--- src/rtl/aes_pkg.sv ---
// aes_pkg -- shared widths for the AES datapath blocks.
//   BYTE_W  : width of one AES state byte
//   N_BYTES : bytes in one AES block
//   BLOCK_W : width of one AES block
//   CNT_W   : width of a byte counter that indexes one block
package aes_pkg;

  localparam int BYTE_W  = 8;
  localparam int N_BYTES = 16;
  localparam int BLOCK_W = BYTE_W * N_BYTES;
  localparam int CNT_W   = $clog2(N_BYTES);

endpackage

--- src/rtl/block_assembler_8to128.sv ---
// block_assembler_8to128 -- packs a byte stream into 128-bit AES blocks.
//
// The first accepted byte of a block lands in the most significant byte of
// out_block (AES byte 0). A completed block goes straight to the output
// register when that register is free or being consumed. Otherwise it waits
// in the fill buffer as a pending block, and in_ready drops until the output
// register takes it. At most two blocks are buffered.
//
// Ports
//   clk       : clock, all state on the rising edge
//   reset     : asynchronous active-high reset
//   clear     : synchronous discard of the partial or pending block in the
//               fill buffer; the output register is left alone
//   in_valid  : in_byte is presented this cycle
//   in_byte   : input byte, BYTE_W bits
//   in_ready  : a byte is accepted when in_valid && in_ready
//   out_valid : out_block holds a complete block
//   out_block : assembled block, BYTE_W*N_BYTES bits
//   out_ready : a block is consumed when out_valid && out_ready
//
// N_BYTES must be a power of two and at least 2, so the fill counter wraps
// naturally after the last byte.
module block_assembler_8to128 #(
  parameter int BYTE_W  = aes_pkg::BYTE_W,
  parameter int N_BYTES = aes_pkg::N_BYTES
) (
  input  logic                      clk,
  input  logic                      reset,
  input  logic                      clear,
  input  logic                      in_valid,
  input  logic [BYTE_W-1:0]         in_byte,
  output logic                      in_ready,
  output logic                      out_valid,
  output logic [BYTE_W*N_BYTES-1:0] out_block,
  input  logic                      out_ready
);

  localparam int BLK_W = BYTE_W * N_BYTES;
  localparam int CNT_W = $clog2(N_BYTES);
  localparam logic [CNT_W-1:0] LAST_IDX = CNT_W'(N_BYTES - 1);

  logic [BLK_W-1:0] fill;
  logic [BLK_W-1:0] fill_next;
  logic [CNT_W-1:0] cnt;
  logic             pending;

  logic accept;
  logic last_byte;
  logic out_free;
  logic load_new;
  logic load_pend;

  assign in_ready  = !pending;
  assign accept    = in_valid && in_ready && !clear;
  assign last_byte = accept && (cnt == LAST_IDX);
  assign out_free  = !out_valid || out_ready;

  // Shifting in at the LSB end leaves the first byte of the block at the
  // MSB once all N_BYTES have arrived.
  assign fill_next = {fill[BLK_W-BYTE_W-1:0], in_byte};

  assign load_new  = last_byte && out_free;
  // A pending block is dropped by clear, so it must not also be loaded.
  assign load_pend = pending && out_ready && !clear;

  always_ff @(posedge clk or posedge reset) begin
    if (reset) begin
      fill      <= '0;
      cnt       <= '0;
      pending   <= 1'b0;
      out_valid <= 1'b0;
      out_block <= '0;
    end else begin
      if (clear) begin
        fill    <= '0;
        cnt     <= '0;
        pending <= 1'b0;
      end else if (accept) begin
        fill <= fill_next;
        cnt  <= cnt + CNT_W'(1);
        if (last_byte && !out_free) begin
          pending <= 1'b1;
        end
      end else if (load_pend) begin
        pending <= 1'b0;
      end

      if (load_new) begin
        out_block <= fill_next;
      end else if (load_pend) begin
        out_block <= fill;
      end

      if (load_new || load_pend) begin
        out_valid <= 1'b1;
      end else if (out_ready) begin
        out_valid <= 1'b0;
      end
    end
  end

endmodule

--- config.mk ---
export PLATFORM = sky130hd
export DESIGN_NAME = block_assembler_8to128
export DESIGN_NICKNAME = d
export VERILOG_FILES = /design/src/rtl/aes_pkg.sv /design/src/rtl/block_assembler_8to128.sv
export SDC_FILE = /design/constraint.sdc
export NUM_CORES = 1
export LEC_CHECK = 0
export CORE_MARGIN = 2
export CORE_UTILIZATION = 35
export CTS_BUF_LIST = sky130_fd_sc_hd__clkbuf_16
export DETAILED_ROUTE_END_ITERATION = 7
export MAX_ROUTING_LAYER = met4
export PLACE_DENSITY_LB_ADDON = 0.05
export SETUP_SLACK_MARGIN = 0.3
export SYNTH_ARGS = -nofsm -noshare
export SYNTH_HDL_FRONTEND = slang
export SYNTH_SLANG_ARGS = --single-unit
--- constraint.sdc ---
create_clock -name clk -period 10.7 [get_ports clk]
set_clock_uncertainty 0.15 [all_clocks]
set_input_delay 2.14 -clock clk [delete_from_list [all_inputs] [get_ports clk]]
set_output_delay 2.14 -clock clk [all_outputs]
set_load 0.01 [all_outputs]
[After elaboration in Yosys (flattened, before gate mapping)]
Index checks and enable logic that the tools add are counted.
W data, S select, Z words.
Storage, ports and cells
  register bits after elaboration: 262
  input bits: 13
  word-level logic and storage cells: 38
Cells by class
  $add $sub $neg: 1
  eq/ne operators: 2
  multiplexer cells: 12
  reduce and logical (&&, ||, !) cells: 18
Operator list (number)
  $mux W128: 4
  $mux W4: 2
  $logic_and A1 B1 Y1: 7
  $mux W1: 6
  $reduce_bool A2 Y1: 3
  $add A4 B1 Y4 const B: 1
  $eq A4 B4 Y1 const B: 1
  $logic_not A1 Y1: 4
  $ne A3 B2 Y1 const B: 1
  $reduce_bool A3 Y1: 1
  $logic_or A1 B1 Y1: 2
  $reduce_and A2 Y1: 1

[Longest topological paths before layout]
  word-level depth: 8
  depth in mapped cells: 6

[Worst setup path before layout]
OpenSTA, ideal clock, no wires.
  path type: input -> register
  from: input clear
  to: register out_block[20]
  data arrival time: 3.478 ns
  data required time: 10.425 ns
  setup slack: 6.947 ns
  stages on the path: 6
  buffers on the path: 3
  path through: buf_2 > nand3b_1 > clkbuf_1 > buf_2 > mux2_2 > mux2_4
On the way
  longest elaborated chain between the ends: 5
Ends and longest elaborated chain
  start: declaration: line block_assembler_8to128.sv:29  | input logic clear,
  $logic_not A1 Y1 *: line block_assembler_8to128.sv:54, block_assembler_8to128.sv:64
  $logic_and A1 B1 Y1: line block_assembler_8to128.sv:54  | assign accept = in_valid && in_ready && !clear;
  $logic_and A1 B1 Y1: line block_assembler_8to128.sv:55  | assign last_byte = accept && (cnt == LAST_IDX);
  $logic_and A1 B1 Y1: line block_assembler_8to128.sv:62  | assign load_new = last_byte && out_free;
  $mux W128 or $reduce_bool A2 Y1 (tied branches)
  end signal: assignment: line block_assembler_8to128.sv:89  | out_block <= fill_next;
  end signal: assignment: line block_assembler_8to128.sv:91  | out_block <= fill;
  end: declaration: line block_assembler_8to128.sv:34  | output logic [BYTE_W*N_BYTES-1:0] out_block,
Every way passes the cells marked *; elsewhere a longest branch is shown, timed or not.
A chain may end at the register's enable or synchronous reset.

[Worst setup path in the final report]
  from: input out_ready
  to: register out_block[119]
On the way
  longest elaborated chain between the ends: 3
Ends and longest elaborated chain
  start: declaration: line block_assembler_8to128.sv:35  | input logic out_ready
  $logic_or A1 B1 Y1 or $logic_and A1 B1 Y1 (tied branches): line block_assembler_8to128.sv:56, block_assembler_8to128.sv:64
  $logic_and A1 B1 Y1 (on tied branches): line block_assembler_8to128.sv:62, block_assembler_8to128.sv:64
  $mux W128 or $reduce_bool A2 Y1 (tied branches)
Parallel ways exist; a longest one is shown, timed or not.

==> summary by stage <==
Outcome
The flow ran to the end, and the final reports show no timing, DRC or antenna violations.

Yosys
The mean cell area of the mapped netlist is 12.14 um2. After synthesis, the share of flip-flops with an asynchronous set or reset is 1.000. After synthesis the netlist holds a flip-flop and latch count of 262. The count of synthesis-stage warnings from yosys is 0. Of the post-synthesis cell area, the dominant cell type holds 0.5406.

After synthesis, the cell types taking the most area are dfrtp_1 54%, mux2_4 15%, mux2_2 13%, nand2_1 8.0%, a21oi_1 5.4%. The post-synth design cell area is 12,130 um2. The post-synthesis net count is 1,013. Among all cell types in the netlist, the one instantiated most often is dfrtp_1. The post-synthesis cell type count is 27. The share of the Yosys chip area taken by registers is 0.5406. In this run, synthesis inferred 0 flip-flops with an integrated enable. By count the netlist is led by 262 x dfrtp_1, 259 x nand2_1, 136 x mux2_2, 130 x a21oi_1, 120 x mux2_4. The cell count after synthesis is 999.

Among all flip-flop cells after synthesis, the most frequent one is dfrtp_1. Of all cell types, the one taking the most synthesized area is dfrtp_1.

Critical path
The critical path data arrival time is 5.06 ns. The endpoint of the worst setup timing path is out_block[119]$_DFFE_PP0P_. The worst setup path is launched from a primary input. The type of element capturing the critical path is a register.

Of all nets on the critical path, the largest fanout is 50. The most critical setup path has its startpoint at out_ready. The worst register-to-register path begins at cnt[0]$_DFFE_PP0P_.

In this run the register-to-register setup slack is 7.57 ns. The worst setup path is of the primary input to register kind. The endpoint of the worst-slack reg-to-reg timing path is out_block[119]$_DFFE_PP0P_.

For the worst setup path, the data required time is 10.98 ns. For the worst flop-to-flop path, the logic depth is 5.

Route
The detail route stage leaves a number of antenna-violating nets equal to 0. The first-iteration detailed-routing DRC count is between 300 and 400. The total iterations of the first detailed-routing run is 4.

The ratio of routed vias to standard cells is 4.727. After detailed routing, the number of remaining DRC violations is 0. The average detailed-routed wire length per instance is 18.53 um. The via count is 7,516. The sum of routed wire length over all layers is 29.46 mm.

Timing
Setup repair after global routing left no endpoint under its margin. The number of max-slew violations in the final report is 0. The number of endpoints failing setup at the final stage is 0.

Based on the critical path, the design can be clocked at up to 0.2090 GHz. The clock period minus worst slack is between 4 and 5 ns. In the finished design, the share of the clock period the worst path needs comes to 0.4471.

For the pin with the worst max-slew slack, the measured transition is 1.002 ns. The accumulated negative setup slack is 0 ns. The relative max-transition margin is 0.3323. The count of endpoints failing hold in the final timing report is 0.

Final layout
The count of nets after finishing is 1,127. The layout-stage area growth over the synthesis result is 20.58%. The antenna diode instance count is 0. The fraction of final layout cells with drive strength greater than 1 is 0.2722. The finished cells cover 14,620 um2.

Worst hold path
The worst hold-check path type is register to register.

Floorplan
The die is 190.2 um tall. The region available for standard cell placement spans 34,370 um2. The die footprint is 36,160 um2. For this design the top-level I/O count stands at 143. Measured along the x axis, the die boundary spans 190.2 um. The site row count is 68.

The initial core utilization is 0.3528.

Clocking
Counting every sink on the clock net gives 262. The maximum number of buffers from clock root to sink is 3. The count of hold buffers inserted by post-cts repair is 0.

The total number of H-tree levels is 1. In this run, post-CTS repair resized a total of 0 instances. The insertion delay of the later-clocked pin in the worst-skew pair is 0.55 ns. The root buffer cell is clkbuf_16. The number of buffers added by the clock tree synthesis step is 31.

In this run the post-CTS setup repair buffer count came out at 0. The TritonCTS clock tree is yes. After clock tree synthesis, the clock-pin slew on the worst setup and hold paths is ~0.060 ns.

Global routing
The wire length of the first global-routing pass is 46.82 mm. The overall fraction of global-route tracks in use is 0.1689. The number of antenna violations at the first check in global routing is 0. The sum of overflow across all layers after global routing is 0. The via count of the first global-routing pass is 7,857. The pin count of the biggest net entering global routing is 131.

Placement
The detailed placer's ending HPWL is 16.39 mm. Summing all placed instances gives a cell area of 13,750 um2. The final estimated routing congestion in global placement is 0.6755. During placement, the flow inserted port buffers numbering about 140.

Power and ir drop
The largest voltage drop on the vdd net is 0.1123 mV. The power density relative to cell area is 135.9 nW/um2. Summed over all cells, the static leakage comes to just under 0.007 uW.

Run
Max-cap violations in this run came to 0.
worst min-delay path by stage:
stage / from / end / slack, ns / cells past startpoint
2_1_floorplan: fill[120]$_DFFE_PP0P_ / fill[120]$_DFFE_PP0P_ / 0.35 / 2
3_3_place_gp: fill[127]$_DFFE_PP0P_ / fill[127]$_DFFE_PP0P_ / 0.36 / 2
3_5_place_dp: fill[126]$_DFFE_PP0P_ / fill[126]$_DFFE_PP0P_ / 0.36 / 2
4_1_cts: fill[126]$_DFFE_PP0P_ / fill[126]$_DFFE_PP0P_ / 0.37 / 2
5_1_grt: fill[127]$_DFFE_PP0P_ / fill[127]$_DFFE_PP0P_ / 0.40 / 2
6_report: fill[127]$_DFFE_PP0P_ / fill[127]$_DFFE_PP0P_ / 0.37 / 2
layout make-up:
class	count	area [um2]
Sequential cell	262	6556
Clock buffer	31	775.7
Fill cell	3302	19750
Tap cell	455	569.3
Inverter	2	15.01
Multi-Input combinational cell	663	5111
Clock inverter	24	95.09
Timing Repair Buffer	153	1501
where the power goes:
part           total, uW  internal [uW]  switching (uW)
clock                925            516             409
sequential          1000            995            4.37
combinational       62.9           10.6            52.4
per-stage QoR:
stage                     total power, uW  utilization  hold WS, ns  setup slack, ns  instances
after floorplan                      1057            -       0.3483            1.198        999
final                                1988       0.4255       0.3677            5.916       1590
after global placement               1085       0.4001       0.3620            5.302       1535
after CTS                            2028       0.4255       0.3711            5.894       1590
after global routing                 2072       0.4255       0.3967            5.805       1590
after detailed placement             1085       0.4001       0.3628            5.302       1535
layer usage:
metal	global-route usage	share of wire	vias to the layer above
li1	-	-	3622
met1	0.2212	0.46	3751
met2	0.2718	0.48	111
met3	0.03671	0.046	32
met4	0.03250	0.016	0
met5	-	0	-
logic make-up after synthesis:
logic type / after synthesis / share of synthesized area
multiplexers: 256 / 0.2748
AND/OR/NAND/NOR: 271 / 0.08790
flip-flops: 262 / 0.5406
XOR/XNOR: 2 / 0.001445
buffers and inverters: 74 / 0.03879
AO/OA/AOI/OAI: 133 / 0.05540
adder cells (fa/ha/maj): 1 / 0.001032
critical path, stage by stage:
cell and delay [ns]:
clkdlybuf4s50_1 0.45, or2b_2 0.31, or4b_4 0.81, buf_4 0.89, mux2_2 0.41
registers in the layout (all words and copies together) (netlist names):
name,flops
fill,128
out_block,128
cnt,4
out_valid,1
pending,1
cells in the final DEF, fill, tap and decap left out:
cell,n
dfrtp_1,262
nand2_1,259
clkdlybuf4s50_1,141
mux2_2,136
a21oi_1,130
mux2_4,120
clkbuf_16,31
clkinv_1,14
buf_4,12
inv_1,7
clkinv_2,4
nand3_1,2
nor2_1,2
nor2b_4,1
or2b_4,1
nand3b_1,1
nand3b_4,1
or2b_2,1
or4b_4,1
inv_8,1
o21a_1,1
nor3_1,1
o21ai_0,1
or3_1,1
o311ai_0,1
xnor2_1,1
xor2_1,1
ha_1,1
Note: power is estimated with default switching activity, not from simulation.
